===== config.mk =====
export PLATFORM = sky130hd
export DESIGN_NAME = muldiv_seq_ctrl
export DESIGN_NICKNAME = d
export VERILOG_FILES = /design/src/rtl/muldiv_pkg.sv /design/src/rtl/muldiv_special_case.sv /design/src/rtl/muldiv_seq_ctrl.sv
export SDC_FILE = /design/constraint.sdc
export NUM_CORES = 1
export LEC_CHECK = 0
export ABC_AREA = 1
export BUFFER_PORTS_ARGS = -buffer_cell sky130_fd_sc_hd__buf_2
export CORE_MARGIN = 2
export CORE_UTILIZATION = 48
export CTS_BUF_LIST = sky130_fd_sc_hd__clkbuf_16
export DETAILED_ROUTE_END_ITERATION = 12
export GPL_TIMING_DRIVEN = 0
export PLACE_DENSITY_LB_ADDON = 0.3
export SETUP_SLACK_MARGIN = 0.2
export SLEW_MARGIN = 20
export SYNTH_ARGS = -nofsm -noshare
export SYNTH_HDL_FRONTEND = slang
export SYNTH_SLANG_ARGS = --single-unit

===== constraint.sdc =====
create_clock -name i_clk -period 1.7 [get_ports i_clk]
set_input_delay 0.17 -clock i_clk [delete_from_list [all_inputs] [get_ports i_clk]]
set_output_delay 0.17 -clock i_clk [all_outputs]
set_load 0.1 [all_outputs]

===== src/rtl/muldiv_pkg.sv =====
// Shared RV32M encodings and sequencer state type for the muldiv sequencer
// and the combinational mul/div unit.
package muldiv_pkg;

  localparam logic [6:0] OPCODE_R      = 7'b0110011;
  localparam logic [6:0] FUNCT7_MULDIV = 7'b0000001;

  localparam logic [2:0] FUNCT3_MUL    = 3'b000;
  localparam logic [2:0] FUNCT3_MULH   = 3'b001;
  localparam logic [2:0] FUNCT3_MULHSU = 3'b010;
  localparam logic [2:0] FUNCT3_MULHU  = 3'b011;
  localparam logic [2:0] FUNCT3_DIV    = 3'b100;
  localparam logic [2:0] FUNCT3_DIVU   = 3'b101;
  localparam logic [2:0] FUNCT3_REM    = 3'b110;
  localparam logic [2:0] FUNCT3_REMU   = 3'b111;

  typedef enum logic [1:0] {
    IDLE = 2'b00,
    BUSY = 2'b01,
    DONE = 2'b10
  } state_t;

  function automatic logic is_muldiv(input logic [6:0] opcode, input logic [6:0] funct7);
    return (opcode == OPCODE_R) && (funct7 == FUNCT7_MULDIV);
  endfunction

endpackage


===== src/rtl/muldiv_special_case.sv =====
// Detects divide-by-zero and signed-overflow divisions and produces the
// architecturally defined result for them.
module muldiv_special_case
  import muldiv_pkg::*;
#(
  parameter int XLEN = 32
) (
  input  logic [2:0]      i_funct3,
  input  logic [XLEN-1:0] i_rs1,
  input  logic [XLEN-1:0] i_rs2,
  output logic            o_is_special,
  output logic [XLEN-1:0] o_special_result
);

  localparam logic [XLEN-1:0] MIN_NEG  = {1'b1, {(XLEN-1){1'b0}}};
  localparam logic [XLEN-1:0] ALL_ONES = {XLEN{1'b1}};
  localparam logic [XLEN-1:0] ZERO     = {XLEN{1'b0}};

  logic w_is_div;
  logic w_div_zero;
  logic w_overflow;

  // funct3[0]=0 selects the signed forms; funct3[1] selects REM over DIV
  always_comb begin
    w_is_div     = i_funct3[2];
    w_div_zero   = w_is_div && (i_rs2 == ZERO);
    w_overflow   = w_is_div && !i_funct3[0] && (i_rs1 == MIN_NEG) && (i_rs2 == ALL_ONES);
    o_is_special = w_div_zero || w_overflow;
    if (w_div_zero) begin
      o_special_result = i_funct3[1] ? i_rs1 : ALL_ONES;
    end else if (w_overflow) begin
      o_special_result = i_funct3[1] ? ZERO : MIN_NEG;
    end else begin
      o_special_result = ZERO;
    end
  end

endmodule


===== src/rtl/muldiv_seq_ctrl.sv =====
// Multicycle sequencer: holds RV32M operands steady into the combinational
// mul/div unit for a fixed cycle count, then hands the result to writeback.
module muldiv_seq_ctrl
  import muldiv_pkg::*;
#(
  parameter int XLEN       = 32,
  parameter int MUL_CYCLES = 2,
  parameter int DIV_CYCLES = 8,
  parameter int REG_ADDR_W = 5
) (
  input  logic                  i_clk,
  input  logic                  i_rst_n,
  input  logic                  i_valid,
  input  logic [6:0]            i_opcode,
  input  logic [6:0]            i_funct7,
  input  logic [2:0]            i_funct3,
  input  logic [XLEN-1:0]       i_rs1_data,
  input  logic [XLEN-1:0]       i_rs2_data,
  input  logic [REG_ADDR_W-1:0] i_rd_addr,
  input  logic                  i_flush,
  output logic                  o_stall,
  output logic [XLEN-1:0]       o_mult_in1,
  output logic [XLEN-1:0]       o_mult_in2,
  output logic [6:0]            o_opcode,
  output logic [6:0]            o_funct7,
  output logic [2:0]            o_funct3,
  input  logic [XLEN-1:0]       i_unit_result,
  output logic                  o_wb_valid,
  output logic [REG_ADDR_W-1:0] o_wb_rd,
  output logic [XLEN-1:0]       o_wb_data,
  input  logic                  i_wb_ready
);

  localparam int MAX_CYCLES = (DIV_CYCLES > MUL_CYCLES) ? DIV_CYCLES : MUL_CYCLES;
  localparam int CNT_W      = (MAX_CYCLES > 1) ? $clog2(MAX_CYCLES) : 1;
  localparam logic [CNT_W-1:0] CNT_ZERO = {CNT_W{1'b0}};
  localparam logic [CNT_W-1:0] CNT_ONE  = CNT_W'(1'b1);
  localparam logic [CNT_W-1:0] MUL_LOAD = CNT_W'(MUL_CYCLES - 1);
  localparam logic [CNT_W-1:0] DIV_LOAD = CNT_W'(DIV_CYCLES - 1);

  state_t                r_state;
  state_t                w_state_next;
  logic [CNT_W-1:0]      r_count;
  logic [CNT_W-1:0]      w_count_load;
  logic                  w_accept;
  logic                  w_count_zero;
  logic                  w_capture;
  logic                  w_is_special;
  logic [XLEN-1:0]       w_special_result;
  logic                  r_special;
  logic [XLEN-1:0]       r_special_result;
  logic [XLEN-1:0]       r_mult_in1;
  logic [XLEN-1:0]       r_mult_in2;
  logic [6:0]            r_opcode;
  logic [6:0]            r_funct7;
  logic [2:0]            r_funct3;
  logic [REG_ADDR_W-1:0] r_wb_rd;
  logic [XLEN-1:0]       r_wb_data;

  // Classified at issue time so the special-case count can be loaded on accept
  muldiv_special_case #(
    .XLEN(XLEN)
  ) u_special (
    .i_funct3        (i_funct3),
    .i_rs1           (i_rs1_data),
    .i_rs2           (i_rs2_data),
    .o_is_special    (w_is_special),
    .o_special_result(w_special_result)
  );

  // Accept qualification and counter reload value
  always_comb begin
    w_accept     = (r_state == IDLE) && i_valid && is_muldiv(i_opcode, i_funct7) && !i_flush;
    w_count_zero = (r_count == CNT_ZERO);
    w_capture    = (r_state == BUSY) && w_count_zero && !i_flush;
    if (w_is_special) begin
      w_count_load = CNT_ZERO;
    end else if (i_funct3[2]) begin
      w_count_load = DIV_LOAD;
    end else begin
      w_count_load = MUL_LOAD;
    end
  end

  // Next-state and stall decode
  always_comb begin
    w_state_next = r_state;
    o_stall      = 1'b0;
    case (r_state)
      IDLE: begin
        if (w_accept) begin
          w_state_next = BUSY;
          o_stall      = 1'b1;
        end else begin
          w_state_next = IDLE;
          o_stall      = 1'b0;
        end
      end
      BUSY: begin
        if (i_flush) begin
          w_state_next = IDLE;
          o_stall      = 1'b0;
        end else if (w_count_zero) begin
          w_state_next = (r_wb_rd != {REG_ADDR_W{1'b0}}) ? DONE : IDLE;
          o_stall      = 1'b1;
        end else begin
          w_state_next = BUSY;
          o_stall      = 1'b1;
        end
      end
      DONE: begin
        w_state_next = i_wb_ready ? IDLE : DONE;
        o_stall      = !i_wb_ready;
      end
      default: begin
        w_state_next = IDLE;
        o_stall      = 1'b0;
      end
    endcase
  end

  // State register
  always_ff @(posedge i_clk or negedge i_rst_n) begin
    if (!i_rst_n) begin
      r_state <= IDLE;
    end else begin
      r_state <= w_state_next;
    end
  end

  // Hold-cycle counter; cleared on flush so an aborted op leaves no residue
  always_ff @(posedge i_clk or negedge i_rst_n) begin
    if (!i_rst_n) begin
      r_count <= CNT_ZERO;
    end else if (w_accept) begin
      r_count <= w_count_load;
    end else if ((r_state == BUSY) && i_flush) begin
      r_count <= CNT_ZERO;
    end else if ((r_state == BUSY) && !w_count_zero) begin
      r_count <= r_count - CNT_ONE;
    end else begin
      r_count <= r_count;
    end
  end

  // Operand, field and destination capture on accept
  always_ff @(posedge i_clk or negedge i_rst_n) begin
    if (!i_rst_n) begin
      r_mult_in1       <= {XLEN{1'b0}};
      r_mult_in2       <= {XLEN{1'b0}};
      r_opcode         <= 7'b0000000;
      r_funct7         <= 7'b0000000;
      r_funct3         <= 3'b000;
      r_wb_rd          <= {REG_ADDR_W{1'b0}};
      r_special        <= 1'b0;
      r_special_result <= {XLEN{1'b0}};
    end else if (w_accept) begin
      r_mult_in1       <= i_rs1_data;
      r_mult_in2       <= i_rs2_data;
      r_opcode         <= i_opcode;
      r_funct7         <= i_funct7;
      r_funct3         <= i_funct3;
      r_wb_rd          <= i_rd_addr;
      r_special        <= w_is_special;
      r_special_result <= w_special_result;
    end else begin
      r_mult_in1       <= r_mult_in1;
      r_mult_in2       <= r_mult_in2;
      r_opcode         <= r_opcode;
      r_funct7         <= r_funct7;
      r_funct3         <= r_funct3;
      r_wb_rd          <= r_wb_rd;
      r_special        <= r_special;
      r_special_result <= r_special_result;
    end
  end

  // Result capture at the last hold cycle
  always_ff @(posedge i_clk or negedge i_rst_n) begin
    if (!i_rst_n) begin
      r_wb_data <= {XLEN{1'b0}};
    end else if (w_capture) begin
      r_wb_data <= r_special ? r_special_result : i_unit_result;
    end else begin
      r_wb_data <= r_wb_data;
    end
  end

  assign o_mult_in1 = r_mult_in1;
  assign o_mult_in2 = r_mult_in2;
  assign o_opcode   = r_opcode;
  assign o_funct7   = r_funct7;
  assign o_funct3   = r_funct3;
  assign o_wb_rd    = r_wb_rd;
  assign o_wb_data  = r_wb_data;
  assign o_wb_valid = (r_state == DONE);

endmodule


==> qor.txt <==
ANT nets after route: 0
Drt first pass iters: 7
Cell Area, Synth: 6724 um2
Startpoint Class: flop
Leading cell type in the layout, fill and taps excluded: nand2_1
Layout cell share with drive strength beyond 1: 0.3389
Total grt overflow: 0
Power per Cell Area: 844.1 nW/um2
Setup violators final: 82
Leak: 5.288 nW
Die span in x: 122.4 um
Total die area: 14970 um2
DR vias/cell: 5.120
Largest cells by area after synthesis: dfrtp_1 58%, nand2_1 16%, o21ai_0 5.0%, nor2_1 4.9%, inv_1 3.7%
Synth Instances: 796
GRT Overall Usage: 0.2728
Comb pwr share: 0.126
Setup Total Neg Slack: -5383 ps
Class of the worst hold path: in2reg
Area leader, netlist: dfrtp_1
Crit end category: output port
CTS H-tree lvls: 4
Pre-CTS setup slack: -498.5 ps
Switching power of the nets: 2.255 mW
Clock root cell: clkbuf_16
Min Hold Slack: 5.371 ps
Synth cell types: 28
Number of synthesis warnings: 0
CTS clock-pin slew for the worst setup and hold paths: 60 ps
Synth-to-layout area growth: 48.47%
Critical-path maximum fanout: 2
Relative slew slack: 0.5277
Rows: 43
Number of global-route vias before repair: 6340
Pint: 6.172 mW
Final Wtd Congestion: 0.8481
FF+latch count, synth: 156
1st-iter DRT viols: 385
Setup Crit Path Kind: reg2out
Top Ports: 243
PortBufs: 241
Most frequent cells in the layout: 281 x nand2_1, 239 x buf_2, 156 x dfrtp_1
Clock Sinks: 156
Drt total wl: 21330 um
Synthesized Nets: 921
Switching fraction of total power: 0.2676
Final hold vios: 0
Final core utilization: 0.7248
Area share of the largest cell type after synthesis: 0.5806
Die height: 122.4 um
Detailed Place HPWL: 14320 um
Part of the power in the clock network: 0.420
Actual slew at the worst max-slew pin: 708.5 ps
Core area: 13770 um2
Initial antenna violation count: 0
Maximum vdd drop: 0.6332 mV
Final Cycle Share: 1.199
WP data arrival: 1870 ps
Total CTS buffers: 17
Max-cap violations: 0
Antenna diode count: 0
Fin Clk Skew: 10.35 ps
Failing checks: setup timing
Vias: 6723
Post-route DRC: 0
Status: finished, violations left
Post-Syn Area per Cell: 8.447 um2
Final Net Count: 1248
First-pass GRT wire length: 31350 um
Max Fclk: 490.8 MHz
Starting Density: 0.4882
Pin count of the biggest net entering global routing: 96
Final min period: 2038 ps
WL/cell: 16.25 um
CTS tree: yes
Seq pwr share: 0.454
Max clock buf depth: 2
Skew-Pair Late Insertion Delay: 420 ps
Final worst slack: -337.5 ps
CP required: 1530 ps
Max-slew violation count: 0
RSZ-0062 raised after global routing: true
Seq/Total Area, Yosys: 0.5806
routing by layer:
layer,share of wire,GRT usage,up-vias
li1,-,-,3187
met1,0.40,0.3498,3209
met2,0.50,0.4576,280
met3,0.066,0.05297,47
met4,0.028,0.1070,0
met5,0,0,-
per-stage QoR:
| step | area [um2] | instances | total power, mW |
|---|---|---|---|
| finish | 9983 | 1313 | 8.427 |
| global route | 9983 | 1313 | 8.691 |
| CTS | 9417 | 1297 | 8.386 |
| detailed placement | 8203 | 1218 | 4.832 |
| global placement | 8165 | 1217 | 4.812 |
| floorplan | 6734 | 796 | 4.465 |
Yosys cell counts:
master and n:
inv_2 1, clkbuf_1 19, buf_2 18, a21oi_1 3
nor3_1 5, ha_1 2, nand3b_1 2, xor2_1 1
or2_2 5, a22o_1 16, nor2_1 87, clkinv_1 1
nand3_4 1, dfrtp_1 156, nor2_2 1, buf_4 2
nand4_1 5, o21ai_0 67, nand3_1 13, nor2_4 1
a31oi_1 32, nand2_1 282, buf_6 2, or2_1 1
inv_1 66, o21ai_1 2, nor3b_1 1, o211ai_1 4
layout make-up:
type | instances | area (um2)
repair buffers | 308 | 1969
inverters | 68 | 275.3
flip-flops and latches | 156 | 3904
plain buffers | 40 | 405.4
clock inverters | 12 | 110.1
clock buffers | 17 | 425.4
well taps | 180 | 225.2
repair inverters | 1 | 16.27
fillers | 1058 | 3790
multi-input cells | 531 | 2653
worst paths after layout:
path	from	endpoint	slack, ps	cells after the start
max	r_state[1]$_DFF_PN0_	o_stall	-340	7
min	i_unit_result[28]	o_wb_data[28]$_DFFE_PN0P_	5	3
max reg2reg	r_state[1]$_DFF_PN0_	r_special_result[3]$_DFFE_PN0N_	-160	10
max in group asynchronous	i_rst_n	o_mult_in2[12]$_DFFE_PN0N_	550	3
min reg2reg	o_opcode[0]$_DFFE_PN0N_	o_opcode[0]$_DFFE_PN0N_	470	1
min in group asynchronous	i_rst_n	o_wb_data[23]$_DFFE_PN0P_	380	2
cell families (layout without fill, tap and decap cells):
logic type / count (synthesis) / after routing / synth area share
xor+xnor: 1 / 1 / 0.001303
simple gates: 404 / 404 / 0.2382
compound gates: 124 / 124 / 0.1087
buf+inv: 109 / 446 / 0.06755
flops: 156 / 156 / 0.5806
fa+ha+maj: 2 / 2 / 0.003721
power groups by stage:
| stage | sequential, mW | clock, mW | combinational [mW] |
|---|---|---|---|
| 2_1_floorplan | 4.32 | 0 | 0.143 |
| 3_3_place_gp | 3.87 | 0 | 0.938 |
| 3_5_place_dp | 3.88 | 0 | 0.955 |
| 4_1_cts | 3.81 | 3.56 | 1.02 |
| 5_1_grt | 3.83 | 3.72 | 1.14 |
| 6_report | 3.83 | 3.54 | 1.06 |
worst max-delay path, stage by stage, from the launching register on:
cell      delay (ps)
dfrtp_1          390
inv_2             70
nand4_1          160
nor2_4           200
nand3_4          120
buf_8            140
o211ai_1         100
buf_6            260
flip-flops by register name (all words and copies together), names as in the netlist:
| name | count |
|---|---|
| r_state | 2 |
| o_funct7 | 7 |
| o_wb_data | 32 |
| r_special | 1 |
| r_special_result | 32 |
| o_mult_in1 | 32 |
| o_funct3 | 3 |
| o_opcode | 7 |
| o_mult_in2 | 32 |
| o_wb_rd | 5 |
| r_count | 3 |
what timing repair did:
action | 4_1_cts | 5_1_grt
buffers inserted | 13 | 10
endpoints found under the setup margin | 158 | 157
pin swaps | 6 | 28
gates resized for setup | 82 | 125
hold buffers | 33 | 0
cloned | 5 | 6
hold endpoints to repair | 126 | 0
No activity file was read; power rests on OpenSTA's default activity.
